`config.mk`:
```
export PLATFORM = sky130hd
export DESIGN_NAME = lathe_cycle_seq
export DESIGN_NICKNAME = d
export VERILOG_FILES = /design/src/rtl/lathe_cycle_seq.sv
export SDC_FILE = /design/constraint.sdc
export NUM_CORES = 1
export LEC_CHECK = 0
export CAP_MARGIN = 20
export CORE_ASPECT_RATIO = 1.5
export CORE_UTILIZATION = 50
export DETAILED_ROUTE_END_ITERATION = 12
export PLACE_DENSITY = 0.72
export SYNTH_ARGS = -nofsm -noshare
export SYNTH_HDL_FRONTEND = slang
export SYNTH_SLANG_ARGS = --single-unit
```
`constraint.sdc`:
```
create_clock -name clk -period 2.8 [get_ports clk]
set_input_delay 0.42 -clock clk [delete_from_list [all_inputs] [get_ports clk]]
set_output_delay 0.42 -clock clk [all_outputs]
set_load 0.02 [all_outputs]
```
`src/rtl/lathe_cycle_seq.sv`:
```
// Lathe auto/manual cycle sequencer: spindle delay, timed run, batch count.
// A latched estop fault overrides every other input.
module lathe_cycle_seq #(
    parameter int DELAY_TICKS = 150_000_000,
    parameter int RUN_TICKS   = 50_000_000,
    parameter int TMR_W       = 28,
    parameter int CNT_W       = 8
) (
    input  logic             clk,
    input  logic             rst,
    input  logic             start,
    input  logic             stop,
    input  logic             estop,
    input  logic             auto_mode,
    input  logic             man_mode,
    input  logic             clr_count,
    input  logic [CNT_W-1:0] batch_size,
    output logic             control,
    output logic             busy,
    output logic [1:0]       state,
    output logic [CNT_W-1:0] cycle_count,
    output logic             batch_done,
    output logic             fault
);

    typedef enum logic [1:0] {
        IDLE  = 2'd0,
        DELAY = 2'd1,
        RUN   = 2'd2,
        DONE  = 2'd3
    } state_t;

    localparam logic [TMR_W-1:0] DELAY_LAST = TMR_W'(DELAY_TICKS - 1);
    localparam logic [TMR_W-1:0] RUN_LAST   = TMR_W'(RUN_TICKS - 1);
    localparam logic [CNT_W-1:0] CNT_MAX    = '1;

    state_t           cur, nxt;
    logic [TMR_W-1:0] timer, timer_nxt;
    logic [CNT_W-1:0] count, count_nxt;
    logic             fault_q, fault_nxt;
    logic             start_d;
    logic             inc;

    logic             start_rise, auto_ok, man_ok, batch_hit;
    logic [CNT_W:0]   count_inc;

    assign start_rise = start & ~start_d;
    assign auto_ok    = auto_mode & ~man_mode & ~fault_q;
    assign man_ok     = man_mode & ~auto_mode & ~fault_q;
    // one extra bit so a saturated count still compares as "reached"
    assign count_inc  = {1'b0, count} + (CNT_W+1)'(1);
    assign batch_hit  = (batch_size != '0) &&
                        (count_inc >= {1'b0, batch_size});

    always_ff @(posedge clk or posedge rst) begin
        if (rst) begin
            cur     <= IDLE;
            timer   <= '0;
            count   <= '0;
            fault_q <= 1'b0;
            start_d <= 1'b0;
        end else begin
            cur     <= nxt;
            timer   <= timer_nxt;
            count   <= count_nxt;
            fault_q <= fault_nxt;
            start_d <= start;
        end
    end

    always_comb begin
        nxt       = cur;
        timer_nxt = timer;
        fault_nxt = fault_q;
        inc       = 1'b0;
        if (estop) begin
            fault_nxt = 1'b1;
            nxt       = IDLE;
            timer_nxt = '0;
        end else begin
            if (clr_count) fault_nxt = 1'b0;
            if (cur == DONE) begin
                if (clr_count) nxt = IDLE;
            end else if (!auto_ok || stop) begin
                nxt       = IDLE;
                timer_nxt = '0;
            end else begin
                case (cur)
                    IDLE: begin
                        if (start_rise && !clr_count) begin
                            nxt       = DELAY;
                            timer_nxt = '0;
                        end
                    end
                    DELAY: begin
                        if (timer == DELAY_LAST) begin
                            nxt       = RUN;
                            timer_nxt = '0;
                        end else begin
                            timer_nxt = timer + TMR_W'(1);
                        end
                    end
                    RUN: begin
                        if (timer == RUN_LAST) begin
                            inc       = 1'b1;
                            timer_nxt = '0;
                            nxt       = batch_hit ? DONE : DELAY;
                        end else begin
                            timer_nxt = timer + TMR_W'(1);
                        end
                    end
                    default: ;
                endcase
            end
        end
    end

    always_comb begin
        count_nxt = count;
        if (clr_count)
            count_nxt = '0;
        else if (inc && count != CNT_MAX)
            count_nxt = count + CNT_W'(1);
    end

    assign control = ~estop & ~fault_q &
                     (auto_ok ? (cur == RUN) : (man_ok & start & ~stop));
    assign busy        = (cur == DELAY) || (cur == RUN);
    assign batch_done  = (cur == DONE);
    assign state       = cur;
    assign cycle_count = count;
    assign fault       = fault_q;

endmodule

```
==> flow_metrics.py, run 1 <==
metrics = {
    "clocking": {
        "cts_resized": 0,
        "postCtsHoldBufs": 0,
        "cts_sinks": 40,
        "postCtsSetupRepairBufs": 0,
        "clockRootBuffer": "clkbuf_8",
        "cts_tree": "built",
        "clk_latency_ns": 0.29,
        "clkTransAtPathRegs_ns": 0.08,
        "clockBufferDepth": 2,
        "cts_inserted_buffers": 5,
        "htree_levels": 2,
    },
    "synthesis": {
        "synth-seq-cells": 40,
        "ys_async_sr_fraction": 1.000,
        "synthesis.nets": 310,
        "synthFlopType": "dfrtp_1",
        "avgSynthCellArea_um2": 9.245,
        "yosys-top-cells-area": "dfrtp_1 (39%), xor2_1 (7.1%), ha_1 (6.8%)",
        "synthesis.area_um2": 2589,
        "synth-warning-count": 0,
        "yosysSeqAreaShare": 0.3867,
        "synth-edff-count": 0,
        "synth_top_area_cell": "dfrtp_1",
        "synth_cell_type_count": 48,
        "netlist.area_leader.share": 0.3867,
        "syn_inst": 280,
    },
    "placed_design": {
        "place.gp.congestion": 0.7657,
        "port_buffers": 29,
        "hpwlAfterDp_um": 4302,
    },
    "setup_path": {
        "critPathLaunchType": "register",
        "path_cells": "inv_1 -> ha_1 -> nand2_1 -> o21ai_0 -> and2_1 -> clkdlybuf4s50_1",
        "cp_max_fo": 6,
        "cp_data_required_time_ns": 2.38,
        "cpPeakStageDelay_ns": 0.60,
        "critPathKind": "register to output pin",
        "reg2reg_from": "state[0]",
        "cpMaxStageDelayCell": "clkdlybuf4s50_1",
        "end_kind": "output pin",
        "arrival_ns": 2.07,
        "r2r_slack_ns": 0.33,
        "reg2reg_depth": 8,
        "worstReg2RegEnd": "timer[26]",
    },
    "global_routing": {
        "grtUsageMet3": 0.03165,
        "use_met2": 0.4020,
        "grtUsageMet1": 0.2661,
        "grt.total_usage": 0.2244,
        "grt_max_degree": 41,
        "top_usage_layer": "met2",
        "grt_pass1_vias": 2132,
        "grt_antenna_before_repair": 0,
        "grt_pass1_wl_um": 9453,
        "grt_overflow": 0,
    },
    "outcome": {
        "status": "completed",
    },
    "finish": {
        "antenna_cells": 0,
        "nets": 344,
        "area_delta_synth_final_pct": 17.21,
        "drive_gt1_frac": 0.08599,
    },
    "drt": {
        "postRouteAntennaNets": 0,
        "routedWlPerCell_um": 15.02,
        "routed_wl_um": 5706,
        "drtIter0Drc": 60,
        "drt_pass1_iterations": 4,
        "via_per_inst": 5.597,
        "drt_drc_violations_left": 0,
        "via_count": 2127,
    },
    "sta": {
        "finalMaxSlewViolations": 0,
        "worst_pin_slew_ns": 0.6708,
        "fin_setup_tns_ns": 0,
        "fin_crit_ns": 2.493,
        "slew_headroom": 0.5524,
        "hold_viol": 0,
        "fin_worst_skew_ns": 0.01279,
        "finalCritPeriodShare": 0.8903,
        "rsz0062_at_grt": "no",
        "setup_viol": 0,
        "timing.fmax_mhz": 401.2,
    },
    "power_and_ir_drop": {
        "power.leakage_nw": 1.324,
        "p_int_w": 0.0007793,
        "seq_power_share": 0.577,
        "net-switching-power_w": 0.0002270,
        "pwr-share-comb": 0.063,
        "p_clk_frac": 0.360,
        "peakVddDrop_mv": 0.2577,
        "p_per_area_nw_per_um2": 331.7,
        "power_w": 0.001006,
        "p_sw_frac": 0.2255,
    },
    "floorplanning": {
        "fp.dieW_um": 60.75,
        "dieHeight_um": 90.13,
        "num_rows": 31,
        "dieArea_um2": 5475,
        "core_area_um2": 4887,
        "pin_count": 30,
        "start_util": 0.5297,
    },
    "job": {
        "drv_cap": 0,
    },
    "min_path": {
        "min_to": "fault",
        "min_from": "fault",
        "hold_path_depth": 1,
        "hold_path.class": "register to register",
    },
}
==> metrics by stage <==
stage	cells	setup WS (ns)	hold slack (ns)	cell area, um^2	util
finish	380	0.3073	0.5275	3034	0.6208
global route	380	0.1802	0.5506	3034	0.6208
CTS	380	0.2929	0.5248	3034	0.6208
detailed placement	373	0.3473	0.5070	2957	0.6050
global placement	373	0.3489	0.5152	2957	0.6050
floorplan	280	0.4079	0.4514	2589	-
==> power by group through the flow <==
stage          Sequential [W]  Combinational (W)  Clock [W]
6_report             0.000580          0.0000636   0.000362
5_1_grt              0.000580          0.0000719   0.000393
4_1_cts              0.000580          0.0000652   0.000371
3_5_place_dp         0.000591          0.0000651          0
3_3_place_gp         0.000591          0.0000638          0
2_1_floorplan        0.000593          0.0000271          0
==> state kept, by name, summed over array words and instances, names as in the netlist <==
signal	cells
state	2
start_d	1
cycle_count	8
timer	28
fault	1
==> area by class of cell <==
class                      instances  area [um^2]
fill                             424         1853
tap                               66        82.58
clock inverter                     1        5.005
inverter                          14        52.55
clock buffer                       6        72.57
sequential                        40         1001
timing repair buffer              32        312.8
multi-input combinational        221         1508
==> logic make-up (layout without fill, tap and decap cells) <==
family / Yosys count / after routing / synth area share
and+or+nand+nor: 133 / 133 / 0.2750
DFF: 40 / 40 / 0.3867
AOI/OAI and AO/OA: 39 / 39 / 0.1179
xor gates and xnor gates: 31 / 31 / 0.1049
buffers and inverters: 19 / 53 / 0.03093
adders and majority gates: 14 / 14 / 0.06767
muxes: 4 / 4 / 0.01692
==> how the worst max path moves through the flow <==
stage	endpoint	slack, ns	startpoint	cells past startpoint
floorplan	state[1]	0.41	cycle_count[0]	10
global placement	state[1]	0.35	cycle_count[0]	10
detailed placement	state[1]	0.35	cycle_count[0]	10
CTS	control	0.29	state[0]	6
global route	control	0.18	state[0]	6
finish	control	0.31	state[0]	6
==> layout by cell type, fill, tap and decap left out, types with 10 or more instances in the layout <==
cell,netlist,layout
xnor2_1,10,10
nand3_1,19,19
clkdlybuf4s50_1,0,29
inv_1,14,14
nor2_1,43,43
nand2_1,19,19
dfrtp_1,40,40
xor2_1,21,21
ha_1,14,14
nand4_1,10,10
==> Yosys cell counts (all sizes together) (5+ instances only) <==
cell / count
nand4: 10
inv: 14
ha: 14
xor2: 21
nor2: 44
o21ai: 10
nand3: 19
nand2: 20
a22o: 8
and3: 11
a21oi: 6
dfrtp: 40
nor4: 5
xnor2: 10
==> worst max-delay path, delay by kind of cell (launching register included) <==
family,cells,cell delay (ns)
simple gates,2,0.22
compound gates,1,0.13
fa+ha+maj,1,0.30
flops,1,0.43
buf+inv,2,0.70
==> routing by layer <==
metal / vias to the layer above / share of wire
met3: 9 / 0.022
li1: 1057 / -
met5: - / 0
met4: 0 / 0.015
met2: 35 / 0.54
met1: 1026 / 0.42
(Power assumes the default switching activity.)
==> run 2: changes to the inputs <==
SKIP_CTS_REPAIR_TIMING = 1   (was not set)
SKIP_LAST_GASP = 1   (was not set)
==> results of run 2 <==
Final layout, timing and power as in run 1 (identical DEF).
